==> config.mk <==
export PLATFORM = sky130hd
export DESIGN_NAME = boot_memory_unit
export DESIGN_NICKNAME = d
export VERILOG_FILES = /design/src/rtl/boot_memory_unit.sv
export SDC_FILE = /design/constraint.sdc
export NUM_CORES = 2
export LEC_CHECK = 0
export CELL_PAD_IN_SITES_DETAIL_PLACEMENT = 1
export CELL_PAD_IN_SITES_GLOBAL_PLACEMENT = 2
export CORE_ASPECT_RATIO = 0.7
export CORE_UTILIZATION = 41
export CTS_CLUSTER_DIAMETER = 80
export DETAILED_ROUTE_END_ITERATION = 10
export GPL_TIMING_DRIVEN = 0
export PLACE_DENSITY = 0.69
export SETUP_SLACK_MARGIN = 0.1
export SLEW_MARGIN = 20
export SYNTH_ARGS = -nofsm -noshare
export SYNTH_HDL_FRONTEND = slang
export SYNTH_SLANG_ARGS = --single-unit
==> constraint.sdc <==
create_clock -name CLOCK -period 6.1 [get_ports CLOCK]
set_clock_uncertainty 0.05 [all_clocks]
set_input_delay 1.22 -clock CLOCK [delete_from_list [all_inputs] [get_ports CLOCK]]
set_output_delay 1.22 -clock CLOCK [all_outputs]
set_load 0.05 [all_outputs]
==> src/rtl/boot_memory_unit.sv <==
// Unified program/data memory with a boot loader front end: zero-fill, load an
// image over a valid/ready port while holding the CPU in reset, then serve the CPU bus.
module boot_memory_unit #(
  parameter int WIDTH         = 8,
  parameter int DEPTH         = 256,
  parameter bit CLEAR_ON_BOOT = 1'b1
) (
  input  logic             CLOCK,
  input  logic             RESET,
  input  logic [WIDTH-1:0] address,
  input  logic [1:0]       rw_flag,
  input  logic [WIDTH-1:0] write_memory_value,
  output logic [WIDTH-1:0] read_memory_value,
  input  logic             LOAD_VALID,
  input  logic [WIDTH-1:0] LOAD_DATA,
  input  logic             LOAD_LAST,
  output logic             LOAD_READY,
  output logic             CPU_RESET,
  output logic             BOOT_DONE
);

  localparam int AW = (DEPTH > 1) ? $clog2(DEPTH) : 1;
  localparam logic [AW-1:0] LAST_PTR = AW'(DEPTH - 1);
  localparam logic [WIDTH:0] DEPTH_LIM = (WIDTH + 1)'(DEPTH);
  // MEMORY_FLAG_TYPE: 2'b00 MEMORY_STAY, 2'b01 MEMORY_READ, 2'b10 MEMORY_WRITE
  localparam logic [1:0] MEMORY_WRITE = 2'b10;

  typedef enum logic [1:0] {
    S_CLEAR,
    S_LOAD,
    S_RELEASE,
    S_RUN
  } state_t;

  localparam state_t BOOT_STATE = CLEAR_ON_BOOT ? S_CLEAR : S_LOAD;

  state_t           state, next_state;
  logic [AW-1:0]    ptr, next_ptr;
  logic [WIDTH-1:0] mem [DEPTH];

  logic             load_fire;
  logic             addr_ok;
  logic [AW-1:0]    addr_idx;
  logic             mem_we;
  logic [AW-1:0]    mem_waddr;
  logic [WIDTH-1:0] mem_wdata;

  assign load_fire = (state == S_LOAD) && LOAD_READY && LOAD_VALID;
  assign addr_ok   = ({1'b0, address} < DEPTH_LIM);
  assign addr_idx  = address[AW-1:0];

  always_comb begin
    next_state = state;
    next_ptr   = ptr;
    case (state)
      S_CLEAR: begin
        if (ptr == LAST_PTR) begin
          next_ptr   = '0;
          next_state = S_LOAD;
        end else begin
          next_ptr = ptr + 1'b1;
        end
      end
      S_LOAD: begin
        if (load_fire) begin
          // Hold ptr on the final slot so an overflowing image never wraps.
          if (ptr != LAST_PTR) next_ptr = ptr + 1'b1;
          if (LOAD_LAST || ptr == LAST_PTR) next_state = S_RELEASE;
        end
      end
      S_RELEASE: next_state = S_RUN;
      S_RUN:     next_state = S_RUN;
      default:   next_state = BOOT_STATE;
    endcase
  end

  always_ff @(posedge CLOCK or posedge RESET) begin
    if (RESET) begin
      state      <= BOOT_STATE;
      ptr        <= '0;
      LOAD_READY <= 1'b0;
      CPU_RESET  <= 1'b1;
      BOOT_DONE  <= 1'b0;
    end else begin
      state      <= next_state;
      ptr        <= next_ptr;
      LOAD_READY <= (next_state == S_LOAD);
      CPU_RESET  <= (next_state != S_RUN);
      BOOT_DONE  <= (next_state == S_RUN);
    end
  end

  // Single write port shared by the clear sweep, the loader and the CPU.
  always_comb begin
    mem_we    = 1'b0;
    mem_waddr = ptr;
    mem_wdata = '0;
    case (state)
      S_CLEAR: mem_we = 1'b1;
      S_LOAD: begin
        if (load_fire) begin
          mem_we    = 1'b1;
          mem_wdata = LOAD_DATA;
        end
      end
      S_RUN: begin
        if (rw_flag == MEMORY_WRITE && addr_ok) begin
          mem_we    = 1'b1;
          mem_waddr = addr_idx;
          mem_wdata = write_memory_value;
        end
      end
      default: mem_we = 1'b0;
    endcase
  end

  always_ff @(posedge CLOCK) begin
    if (mem_we) mem[mem_waddr] <= mem_wdata;
  end

  always_ff @(posedge CLOCK or posedge RESET) begin
    if (RESET) begin
      read_memory_value <= '0;
    end else if (state == S_RUN && addr_ok) begin
      read_memory_value <= mem[addr_idx];
    end else begin
      read_memory_value <= '0;
    end
  end

endmodule

# ---- Word level (Yosys, flattened, before mapping)
# Memory sizes are Yosys's and may differ from the RTL's.
# Index checks and enable logic that the tools add are counted.
dict set report word_totals {
  word_cells 45
  regBits 21
  input_bits 30
  memories 1
  mem_bits_rw 2048
}
# memory depth word_bits rd rd_clocked_by_memory_dff write_ports line
set mem_list {}
lappend mem_list {mem 256 8 1 0 1 39} ;# logic [WIDTH-1:0] mem [DEPTH];
dict set report classes {
  addsub 1
  n_eq_ne 11
  n_reduce_logical 7
  mux 19
}
# cell n
set ops {}
lappend ops {{$mux 8} 8}
lappend ops {{$pmux 8 s2} 2}
lappend ops {{$add 8x1->8 const B} 1}
lappend ops {{$eq 2x2->1 const B} 4}
lappend ops {{$eq 8x8->1 const B} 1}
lappend ops {{$ne 8x8->1 const B} 1}
lappend ops {{$mux 2} 3}
lappend ops {{$pmux 2 s3} 1}
lappend ops {{$eq 2x1->1 const B} 2}
lappend ops {{$mux 1} 4}
lappend ops {{$ne 2x2->1 const B} 2}
lappend ops {{$pmux 1 s3} 1}
lappend ops {{$reduce_and 3->1} 1}
lappend ops {{$logic_and 1x1->1} 2}
lappend ops {{$logic_not 2->1} 1}
lappend ops {{$ne 2x1->1 const B} 1}
lappend ops {{$reduce_bool 2->1} 1}
lappend ops {{$reduce_or 2->1} 1}
lappend ops {{$logic_or 1x1->1} 1}

# ---- Depth between registers and ports, before layout
dict set report logic_depth {
  ltp_word 7
  depth_mapped 12
  ltp_nobuf 7
}

# ---- Worst setup path before layout
# OpenSTA, ideal clock, no wires.
dict set report synth_timing {
  path_type {input port to flip-flop}
  startpoint {input port rw_flag[0]}
  endpoint {memory mem[0][0] (data pin)}
  path_buffers 1
  arrival_time_ns 5.139
  path_slack_ns 0.047
  t_required_ns 5.185
  path_stages 3
  setup_ns 0.865
  cell_sequence {nor3b_2 buf_2 a22o_1}
}
dict set report synth_via {
  elab_chain_cells 3
}
# item line
set synth_rtl {}
lappend synth_rtl {{start, declared} 11} ;# input logic [1:0] rw_flag,
lappend synth_rtl {{$eq 2x2->1} 107} ;# if (rw_flag == MEMORY_WRITE && addr_ok) begin
lappend synth_rtl {{$mux 8} 107}
lappend synth_rtl {{$pmux 8 s2} 98} ;# case (state)
lappend synth_rtl {{via mem_wdata[0]} 46} ;# logic [WIDTH-1:0] mem_wdata;
lappend synth_rtl {{end, declared} 39}
# The timed path passes the listed nets, and every way through them passes these cells.

# ---- Final worst setup path
dict set report layout_timing {
  startpoint {input port address[1]}
  endpoint {memory mem[143][3] (enable)}
}
dict set report layout_via {
  elab_chain_cells 2
}
# item line
set layout_rtl {}
lappend layout_rtl {{start, declared} 10} ;# input logic [WIDTH-1:0] address,
lappend layout_rtl {{$mux 8} 107}
lappend layout_rtl {{$mux 8} 98}
# No other way between the ends.

==> results.yml <==
grt:
  grt_max_degree: 77
  grt_pass1_wl_um: 443000
  antenna_found_initial: 40
  gr-usage-all-layers: 0.339
  grt_pass1_vias: 45348
  grt-ovfl-total: 0
yosys:
  ys_seq_area_frac: 0.758
  ys_types: 80
  yosysWarnings: 0
  postSynthAreaPerCell_um2: 20.1
  synth_cells: 4078
  synth_edf_count: 2048
  synth_compound_area_frac: 0.0367
  synth-simple-area-share: 0.0355
  synthMuxAreaShare: 0.145
  synth_ff_type: "edfxtp_1"
  synthAdderAreaFrac: 0.000153
  synth_nets: 4109
  netlist.area_leader.share: 0.751
  synth_area_leaders: "edfxtp_1 (75%), mux4_2 (9.5%), mux2i_1 (3.6%), nor2_1 (1.4%), mux4_1 (1.3%)"
  async_flop_share: 0.0101
  yosys.area_share.xor_xnor: 0.000321
  synthesis.area_um2: 81800
  synth_seq_cells: 2069
  yosysTopAreaCell: "edfxtp_1"
  synth_top_family_by_area: "multiplexers"
final_layout:
  fill_cells: 18029
  nets: 4412
  drive_above_1_share: 0.210
  final_common_cell: "edfxtp_1"
  final_cell_mix: "edfxtp_1 (2048), mux4_2 (347), nor2_1 (298), mux2i_1 (295), clkbuf_16 (208)"
  area_growth_pct: 14.3
drt:
  num_vias: 48181
  route.antenna.remaining_nets: 0
  first_pass_iters: 6
  via_per_inst: 6.71
  drt-wirelength-per-cell_um: 47.8
  drc: 0
  drt_iter0_drc: 9541
  routed_wl_um: 343000
timing:
  finalSetupViolCount: 0
  period_needed_ns: 6.06
  final_max_slew_viol_count: 0
  finalSetupTns_ns: 0
  slew-limit-headroom: 0.0879
  clock.fmax_ghz: 0.165
  post-route-period-util: 0.994
  hold_violations: 0
  rsz0062_at_grt: "false"
  tightest_slew_ns: 1.36
clock_tree:
  cts_setup_buffers: 0
  cts_made_buffers: 205
  clockRootBuffer: "clkbuf_16"
  clk_latency_ns: 0.86
  cts.sinks: 2069
  htreeDepth: 4
  cts_resized: 0
  cts_tree: "built"
  cts_buffer_depth: 4
  clkSlewWorstSetupHoldPaths_ns: 0.06
  ctsHoldBuffers: 0
power_and_ir_drop:
  p_leak_nw: 30.0
  total_power_mw: 32.4
  power.density_nw_per_um2: 346
  peakVddDrop_v: 0.000242
worst_setup_path:
  r2r_start: "state[1]"
  required_ns: 6.53
  critical_path_arrival_ns: 6.49
  cp-start-kind: "input pin"
  criticalPathCategory: "input pin to register"
  r2r_cells: 7
  r2r_setup_slack_ns: 1.20
  end_kind: "register"
  regToRegEndpoint: "mem[143][3]"
  critPathMaxFanout: 10
die:
  die-width_um: 536
  io_pins: 41
  start_util: 0.415
  std_cell_rows: 136
  coreArea_um2: 197000
  chipHeight_um: 376
  dieArea_um2: 201000
place:
  dp_hpwl_um: 240000
  globalplace.congestion: 1.02
  port_buffers: 35
status:
  status: "completed"
min_path:
  holdPathStages: 2
  hp-start: "state[1]"
  min_path_type: "register to register"
  hold_end: "CPU_RESET"
job:
  cap_violations: 0
-- state kept, by name, summed over array words and instances (netlist names) --
| signal | count |
|---|---|
| LOAD_READY | 1 |
| CPU_RESET | 1 |
| mem | 2048 |
| ptr | 8 |
| BOOT_DONE | 1 |
| state | 2 |
| read_memory_value | 8 |
-- cell families (layout without fill, tap and decap cells) --
group,after synthesis,after routing
flip-flops,2069,2069
multiplexers,687,687
AND/OR/NAND/NOR,643,643
AO/OA/AOI/OAI,419,419
buffers and inverters,256,721
XOR/XNOR,3,3
adder cells (fa/ha/maj),1,1
other,0,12
-- cell usage after synthesis, types with 7 or more instances --
cell and instances:
buf_12 22, a211oi_1 18, nand2_1 114, nor4_1 24
buf_6 24, clkbuf_8 11, buf_4 15, mux4_1 40
o21ai_1 8, a21oi_1 47, a221oi_1 7, nand3b_1 10
a22o_1 9, dfrtp_1 20, nor3_1 55, nor2b_1 7
a311oi_1 8, nand3_1 52, a22oi_1 36, nand4_1 12
mux2i_1 296, nand2b_1 17, o221ai_1 68, o21ai_0 63
clkbuf_1 92, and2_1 9, edfxtp_1 2048, buf_8 23
mux4_2 347, o2111ai_1 10, or3_1 7, nor2_1 309
buf_2 59, o22ai_1 82
-- stage by stage --
step / utilization / hold WS, ns / setup slack (ns) / cells / area (um^2)
floorplan: - / 0.454 / 1.83 / 4078 / 81900
global placement: 0.433 / 0.513 / -1.65 / 6735 / 85500
detailed placement: 0.441 / 0.532 / -0.513 / 6796 / 87000
CTS: 0.474 / 0.547 / 0.421 / 7165 / 93500
global route: 0.474 / 0.609 / 0.240 / 7166 / 93500
finish: 0.474 / 0.540 / 0.0389 / 7177 / 93500
-- power breakdown --
group          total, mW  internal [mW]  switching, mW
logic               3.46          0.835           2.62
clock network       12.8           7.09           5.69
registers           16.1           16.1         0.0743
-- metal layers --
layer | vias up | part of all wire | GRT usage
met5 | - | 0.00025 | 0
met4 | 12 | 0.047 | 0.142
met3 | 631 | 0.15 | 0.138
met2 | 3920 | 0.40 | 0.451
met1 | 26066 | 0.40 | 0.488
li1 | 17552 | - | -
-- worst max-delay path by stage --
| stage | end | slack [ns] | cells after the start | start |
|---|---|---|---|---|
| finish | mem[143][3] | 0.04 | 9 | address[1] |
| global route | mem[143][3] | 0.24 | 9 | address[1] |
| CTS | mem[143][3] | 0.42 | 9 | address[1] |
| detailed placement | mem[143][2] | -0.51 | 9 | address[1] |
| global placement | mem[60][3] | -1.65 | 4 | rw_flag[1] |
| floorplan | mem[0][0] | 1.83 | 3 | rw_flag[0] |
-- worst max-delay path: stages --
cell and delay [ns]:
buf_4 0.19, buf_4 0.31, buf_2 0.65, buf_2 0.66, nand2_1 0.32, o21ai_2 0.62, nand3_1 0.79, buf_2 0.70
nor2_1 0.98
-- layout make-up --
| cell class | instances | area, um^2 | share of cell area |
|---|---|---|---|
| antenna | 12 | 30.0 | 0.000321 |
| timing repair buffer | 96 | 1680 | 0.0179 |
| multi-input combinational | 1753 | 18000 | 0.192 |
| inverter | 6 | 22.5 | 0.000241 |
| clock inverter | 113 | 1050 | 0.0112 |
| clock buffer | 256 | 5420 | 0.0579 |
| tap | 2622 | 3280 | 0.0351 |
| buffer | 250 | 2030 | 0.0217 |
| sequential | 2069 | 62000 | 0.663 |
Note: power is estimated with default switching activity, not from simulation.
